[src/rtl/alu_pkg.sv]
// Shared definitions for the 16-bit datapath ALU and its built-in self-test:
// op encodings, LFSR/MISR polynomials and the BIST state type.
package alu_pkg;

   localparam logic [2:0] OP_ROL = 3'd0;
   localparam logic [2:0] OP_SLL = 3'd1;
   localparam logic [2:0] OP_ROR = 3'd2;
   localparam logic [2:0] OP_SRA = 3'd3;
   localparam logic [2:0] OP_ADD = 3'd4;
   localparam logic [2:0] OP_OR  = 3'd5;
   localparam logic [2:0] OP_XOR = 3'd6;
   localparam logic [2:0] OP_AND = 3'd7;

   localparam logic [15:0] LFSR_MASK = 16'hB400;
   localparam logic [15:0] MISR_POLY = 16'h100B;

   typedef enum logic [1:0] {
      IDLE = 2'd0,
      RUN  = 2'd1,
      DONE = 2'd2
   } bist_state_t;

   // Galois right-shift step
   function automatic logic [15:0] lfsr_step(input logic [15:0] x);
      return {1'b0, x[15:1]} ^ (x[0] ? LFSR_MASK : 16'h0000);
   endfunction

   function automatic logic [15:0] misr_step(input logic [15:0] s, input logic [15:0] r);
      return ({s[14:0], 1'b0} ^ (s[15] ? MISR_POLY : 16'h0000)) ^ r;
   endfunction

endpackage

[src/rtl/alu_bist_lfsr16.sv]
// 16-bit Galois LFSR; q_next exposes the value the register takes at the
// next edge so the caller can register it alongside without a cycle of lag.
module lfsr16
   import alu_pkg::*;
#(
   parameter logic [15:0] SEED = 16'h0001
) (
   input  logic        clk,
   input  logic        rst_n,
   input  logic        load,
   input  logic        step,
   output logic [15:0] q_next
);

   logic [15:0] q;

   always_comb begin
      q_next = q;
      if (load)
         q_next = SEED;
      else if (step)
         q_next = lfsr_step(q);
   end

   always_ff @(posedge clk or negedge rst_n) begin
      if (!rst_n)
         q <= SEED;
      else
         q <= q_next;
   end

endmodule

[src/rtl/alu_bist.sv]
// ALU built-in self-test: streams LFSR operand vectors into the ALU, one per
// cycle, and folds the responses into a MISR compared against a golden value.
module alu_bist
   import alu_pkg::*;
#(
   parameter int unsigned NUM_VEC = 256,
   parameter logic [15:0] SEED_A  = 16'hACE1,
   parameter logic [15:0] SEED_B  = 16'h1234,
   parameter logic [15:0] EXP_SIG = 16'h0000
) (
   input  logic        clk,
   input  logic        rst_n,
   input  logic        start,
   output logic        busy,
   output logic        done,
   output logic        pass,
   output logic [15:0] sig,
   output logic [15:0] alu_a,
   output logic [15:0] alu_b,
   output logic        alu_cin,
   output logic [2:0]  alu_op,
   output logic        alu_invA,
   output logic        alu_invB,
   output logic        alu_sign,
   input  logic [15:0] alu_out,
   input  logic        alu_ofl,
   input  logic        alu_zero
);

   bist_state_t state;
   logic [15:0] v;
   logic [15:0] v_inc;
   logic [15:0] lfsr_a_next;
   logic [15:0] lfsr_b_next;
   logic [15:0] resp;
   logic [15:0] sig_next;
   logic        last;
   logic        launch;
   logic        step;

   assign v_inc  = v + 16'd1;
   assign last   = (v == 16'(NUM_VEC - 1));
   assign launch = start && (state != RUN);
   assign step   = (state == RUN) && !last;

   // overflow is only meaningful for ADD; other ops leave it undefined
   assign resp     = alu_out ^ {14'b0, alu_ofl & (alu_op == OP_ADD), alu_zero};
   assign sig_next = misr_step(sig, resp);

   lfsr16 #(.SEED(SEED_A)) u_lfsr_a (
      .clk    (clk),
      .rst_n  (rst_n),
      .load   (launch),
      .step   (step),
      .q_next (lfsr_a_next)
   );

   lfsr16 #(.SEED(SEED_B)) u_lfsr_b (
      .clk    (clk),
      .rst_n  (rst_n),
      .load   (launch),
      .step   (step),
      .q_next (lfsr_b_next)
   );

   always_ff @(posedge clk or negedge rst_n) begin
      if (!rst_n) begin
         state    <= IDLE;
         busy     <= 1'b0;
         done     <= 1'b0;
         pass     <= 1'b0;
         sig      <= 16'h0000;
         v        <= 16'h0000;
         alu_a    <= 16'h0000;
         alu_b    <= 16'h0000;
         {alu_sign, alu_invB, alu_invA, alu_cin, alu_op} <= 7'd0;
      end else begin
         case (state)
            IDLE, DONE: begin
               if (start) begin
                  state <= RUN;
                  busy  <= 1'b1;
                  done  <= 1'b0;
                  pass  <= 1'b0;
                  sig   <= 16'h0000;
                  v     <= 16'h0000;
                  alu_a <= lfsr_a_next;
                  alu_b <= lfsr_b_next;
                  {alu_sign, alu_invB, alu_invA, alu_cin, alu_op} <= 7'd0;
               end
            end
            RUN: begin
               sig <= sig_next;
               if (last) begin
                  state <= DONE;
                  busy  <= 1'b0;
                  done  <= 1'b1;
                  pass  <= (sig_next == EXP_SIG);
                  alu_a <= 16'h0000;
                  alu_b <= 16'h0000;
                  {alu_sign, alu_invB, alu_invA, alu_cin, alu_op} <= 7'd0;
               end else begin
                  v     <= v_inc;
                  alu_a <= lfsr_a_next;
                  alu_b <= lfsr_b_next;
                  // control fields are the low bits of the vector index
                  {alu_sign, alu_invB, alu_invA, alu_cin, alu_op} <= v_inc[6:0];
               end
            end
            default: begin
               state <= IDLE;
               busy  <= 1'b0;
               done  <= 1'b0;
            end
         endcase
      end
   end

endmodule

[config.mk]
export PLATFORM = sky130hd
export DESIGN_NAME = alu_bist
export DESIGN_NICKNAME = d
export VERILOG_FILES = /design/src/rtl/alu_pkg.sv /design/src/rtl/alu_bist_lfsr16.sv /design/src/rtl/alu_bist.sv
export SDC_FILE = /design/constraint.sdc
export NUM_CORES = 1
export LEC_CHECK = 0
export ABC_AREA = 0
export CORE_ASPECT_RATIO = 1.4
export CORE_UTILIZATION = 56
export CTS_CLUSTER_SIZE = 28
export DETAILED_ROUTE_END_ITERATION = 16
export GPL_ROUTABILITY_DRIVEN = 0
export GPL_TIMING_DRIVEN = 0
export PLACE_DENSITY = 0.95
export SYNTH_ARGS = -nofsm -noshare
export SYNTH_HDL_FRONTEND = slang
export SYNTH_SLANG_ARGS = --single-unit
[constraint.sdc]
create_clock -name clk -period 3.3 [get_ports clk]
set_input_delay 0.66 -clock clk [delete_from_list [all_inputs] [get_ports clk]]
set_output_delay 0.66 -clock clk [all_outputs]
set_load 0.02 [all_outputs]
After elaboration in Yosys (flattened, before gate mapping)

Cells that the tools add are included.

Flip-flop bits (word level): 108
Bits of input ports: 21
Output and inout bits: 58
Word-level logic and storage cells: 80

Add/subtract/negate cells: 1
Eq/ne operators: 8
Mux-type cells: 39
Bitwise operators: 6
Reduce and logical (&&, ||, !) cells: 11

Operator list:

| kind                  | count |
|---|---|
| $mux 16               | 12 |
| $pmux 16 s2           | 4 |
| $xor 15x16->16        | 2 |
| $add 16x1->16 const B | 1 |
| $eq 16x8->1 const B   | 1 |
| $logic_not 16->1      | 1 |
| $xor 16x13->16        | 1 |
| $xor 16x16->16        | 1 |
| $xor 16x2->16         | 1 |
| $pmux 1 s2            | 7 |
| $mux 13               | 1 |
| $mux 1                | 9 |
| $mux 3                | 2 |
| $ne 2x2->1 const B    | 3 |
| $pmux 3 s2            | 1 |
| $reduce_and 3->1      | 2 |
| $mux 2                | 2 |
| $pmux 2 s2            | 1 |
| $reduce_and 2->1      | 2 |
| $eq 3x3->1 const B    | 1 |
| $eq 2x1->1 const B    | 1 |
| $eq 2x2->1 const B    | 1 |
| $logic_and 1x1->1     | 2 |
| $logic_not 2->1       | 1 |
| 5 further kinds       | 5 |

Longest topological paths before layout

Word-level depth: 7
Depth in mapped cells: 10
Gate-level depth less buffers: 6

Cells and area by module

A second synthesis with hierarchy kept.

Cells, all modules: 444
Area total of the unflattened synthesis: 4789.6 um2

By module, submodules not included:

| module            | times used | cells each | area an instance (um2) | seq. area each (um2) |
|---|---|---|---|---|
| alu_bist          | 1          | 332        | 3373.2                 | 1876.8 |
| lfsr16 (u_lfsr_a) | 1          | 56         | 708.2                  | 410.4 |
| lfsr16 (u_lfsr_b) | 1          | 56         | 708.2                  | 406.6 |

Worst setup path after synthesis

No wires, ideal clock.

Path kind: flip-flop to flip-flop
From: register v[0]
To: register u_lfsr_b.q[2]
Setup time: 0.093 ns
Arrival time: 1.764 ns
Data required time: 3.207 ns
Path slack: 1.443 ns
Cell stages (with the launch flop): 11
Buffers on the path: 4
Period minus slack after synthesis: 1.857 ns
Path through: dfrtp_1 -> ha_1 -> and3_1 -> buf_4 -> and4_4 -> buf_6 -> nand2b_1 -> buf_6 -> buf_6 -> nand2_1 -> nand3_1

Longest elaborated chain between the ends: 5

RTL lines:

| element                  | line                  | text |
|---|---|---|
| from (decl)              | alu_bist.sv:31        | `logic [15:0] v;` |
| from (signal assigned)   | alu_bist.sv:103       | `v <= v_inc;` |
| $eq 16x8->1              | alu_bist.sv:42        | `assign last = (v == 16'(NUM_VEC - 1));` |
| $logic_not 1->1          | alu_bist.sv:44        | `assign step = (state == RUN) && !last;` |
| $logic_and 1x1->1        | alu_bist.sv:44        |  |
| $mux 16                  | alu_bist_lfsr16.sv:21 | `else if (step)` |
| $mux 16                  | alu_bist_lfsr16.sv:19 | `if (load)` |
| named net lfsr_b_next[2] | alu_bist.sv:34        | `logic [15:0] lfsr_b_next;` |
| to (signal assigned)     | alu_bist_lfsr16.sv:29 | `q <= q_next;` |
| to (decl)                | alu_bist_lfsr16.sv:15 | `logic [15:0] q;` |

The timed path passes the listed nets, and every way through them passes these cells.
A chain may end at the register's enable or synchronous reset.

Worst setup path after layout

From: register v[0]
To: register u_lfsr_b.q[15]

The elaborated chain is that of the path after synthesis.

==> out/summary.txt <==
Initial antenna violation count = 0
Reg area = 0.002694 mm2
Yosys warns = 0
Unrepaired setup endpoints after global routing = no
Max capacitance violation total = 0
Placed instance count = 592
Seq/Total Area, Yosys = 59.76%
FILL cells = 540
Cell row count = 38
Launching point of the worst reg2reg path = v[0]$_DFFE_PN0P_
Synth cell types = 39
Die Footprint = 0.008418 mm2
Crit share post-route = 66.55%
Clk Latency, worst-skew pair = 0.38 ns
Post-synthesis register bit count = 107
Skew final = 0.01590 ns
Synthesized instance count = 414
Fin cells = 608
I/O Buffers = 77
Adder-cell share of the synthesized area = 0.2775%
Worst VDD drop = 0.6966 mV
# hold bufs at CTS = 0
Reg2Reg Setup Slack = 1.10 ns
Internal = 3.377 mW
Seq pwr share = 43.2%
WL final = 11300 um
First-pass detailed-route iteration total = 5
Worst Setup Slack post-DPL = 1.001 ns
Total core area = 0.007797 mm2
R2r worst-path depth = 7
Post-cts resize count = 0
Mux share of post-synthesis cell area = 0%
Req. time, crit path = 3.62 ns
Xor and xnor area share after synthesis = 7.577%
Largest family of logic cells by synthesized area = compound AO/OA/AOI/OAI gates
CTS buffer count = 9
DP HPWL = 7793 um
Root buffer cell = clkbuf_8
Slew Limit Fails = 0
Total GRT Usage = 28.56%
Critical path origin = v[0]$_DFFE_PN0P_
Vias in the first global route = 3685
Syn avg cell area = 10.89 um2
Critical path peak fanout = 10
PnR worst setup slack = 1.104 ns
Share of layout cells above drive strength 1 = 10.04%
Kind of critical path = register to register
Die width = 77.83 um
Cell Pwr Density = 992.8 mW/mm2
Comb pwr share = 43.1%
Clock network fraction of design power = 13.7%
Multi-input logic area = 0.001638 mm2
Largest net degree at the start of global routing = 60
Net Sw Power = 2.195 mW
WP data arrival = 2.52 ns
Global-route wire length before repair = 18140 um
CP endpoint kind = register
Post-route ant nets = 0
Worst hold path type = input pin to asynchronous set/reset pin
I/O pin cnt = 79
Mapped Area = 0.004508 mm2
Die Height = 108.2 um
Via-to-Cell Ratio = 5.947
Synth Area in Simple Gates = 13.74%
TritonCTS clock tree = built
H-tree depth = 3
Iteration-0 DRC Markers = 361
Commonest cells after routing, fill and taps aside = dfrtp_1, clkdlybuf4s50_1, nand2_1, a22o_1, xnor2_1
Sw frac = 39.40%
Number of post-CTS setup repair buffers = 0
Final Setup Violations = 0
Starting Density = 57.81%
Max Fclk = 455.3 MHz
Slew Limit Headroom = 50.21%
CP endpoint = u_lfsr_b.q[15]$_DFF_PN0_
Period minus WS final = 2.196 ns
Congestion Overflow GR = 0
DR WL/cell = 18.58 um
Clk sink count = 107
DRC = 0
Area delta synth->final = 24.51%
Worst-margin pin slew = 0.7468 ns
Clk slew on worst S/H paths = 0.11 ns
Startpoint Class = register
Max clock buf depth = 2
Leak Pwr = 2.431 nW
Diodes inserted = 0
Status = complete, no violations
Syn nets = 436
Via count = 3616
Hold Vio Cnt, Final = 0
R2r endpoint = u_lfsr_b.q[15]$_DFF_PN0_
Nets = 525
Compound-Gate Fraction of Synth Area = 14.74%
Most common cell after layout, fill and taps aside = dfrtp_1
## cells by family (layout without fill, tap and decap cells)
kind of cell               count (synthesis)  count (layout)
AOI/OAI and AO/OA                         98              98
xor gates and xnor gates                  39              39
adders and majority gates                  1               1
buffers and inverters                     33             127
DFF                                      107             107
and+or+nand+nor                          136             136
## worst min-delay path by stage
stage | endpoint | slack, ns | depth (start not counted)
after global placement | alu_b[10]$_DFFE_PN0P_ | 0.47 | 2
after detailed placement | alu_b[11]$_DFFE_PN0P_ | 0.47 | 2
after CTS | alu_b[7]$_DFFE_PN0P_ | 0.35 | 1
final | alu_b[14]$_DFFE_PN0P_ | 0.34 | 1
after floorplan | alu_a[0]$_DFFE_PN0P_ | 0.36 | 0
after global routing | alu_b[7]$_DFFE_PN0P_ | 0.40 | 1
## sequential cells by signal, indices dropped and copies added (netlist names)
name	cells
alu_cin	1
u_lfsr_b.q	16
alu_sign	1
alu_op	3
alu_b	16
alu_a	16
state	2
alu_invA	1
u_lfsr_a.q	16
sig	16
v	16
alu_invB	1
busy	1
pass	1
## power by group through the flow
stage	combinational, mW	sequential (mW)	clock [mW]
after detailed placement	2.37	2.40	0
after CTS	2.40	2.39	0.769
after global placement	2.27	2.37	0
after floorplan	0.964	2.72	0
final	2.40	2.41	0.763
after global routing	2.55	2.47	0.818
## layer usage
layer	vias up	global-route usage [%]	share of wire, %
li1	1605	-	-
met1	1810	33.26	38
met2	167	50.51	53
met3	34	4.726	5.8
met4	0	14.96	2.8
met5	-	0	0
## per-stage QoR
step | power [mW] | hold slack, ns | utilization (%) | setup TNS (ns) | instance area [um2]
global placement | 4.642 | 0.4653 | 69.30 | -218.72 | 5404
finish | 5.572 | 0.3414 | 71.98 | 0 | 5613
global route | 5.831 | 0.3988 | 71.98 | 0 | 5613
CTS | 5.566 | 0.3526 | 71.98 | 0 | 5613
floorplan | 3.687 | 0.3644 | - | 0 | 4508
detailed placement | 4.775 | 0.4729 | 69.62 | 0 | 5429
## area by class of cell
class	instances	area share (%)
Clock buffer	9	2.207
Timing Repair Buffer	78	14.18
Buffer	26	2.675
Multi-Input combinational cell	274	29.18
Sequential cell	107	47.99
Inverter	7	0.4681
Clock inverter	7	1.070
Tap cell	100	2.229
## synth_stat cells
cell type	n	area (um2)
inv_1	7	26.28
nor4_1	5	31.28
ha_1	1	12.51
and2_1	1	6.260
or3_1	3	18.77
o21ai_0	27	135.1
clkbuf_1	6	22.52
a22oi_1	3	22.52
and2b_2	1	8.760
and4_1	2	17.52
buf_1	5	18.77
nand3_1	18	90.09
nor2b_1	1	6.260
a22o_1	33	289.0
a21oi_1	21	105.1
dfstp_2	13	341.6
nor2_2	1	6.260
xor2_1	10	87.58
nand4_1	4	25.02
dfrtp_1	94	2352
clkbuf_2	1	5.000
xnor2_1	29	254.0
nand2_1	73	274.0
o31ai_1	4	30.03
a211oi_1	1	7.510
a21o_1	5	37.54
buf_6	5	56.30
buf_4	1	7.510
nor3_1	4	20.02
nand2_2	1	6.260
o22ai_1	1	6.260
nor3b_1	1	7.510
nor2_1	14	52.55
and4_4	1	11.26
nand2b_1	4	25.02
and3_1	2	12.51
o21ai_4	1	16.27
o211ai_1	2	15.01
buf_2	8	40.04
## critical path: stages, from the launching register on
cell,delay (ns)
dfrtp_1,0.44
ha_1,0.26
and3_1,0.19
buf_4,0.15
and4_4,0.19
nor2_2,0.15
buf_1,0.51
a22o_1,0.26
Power figures use the tool's default switching activity.
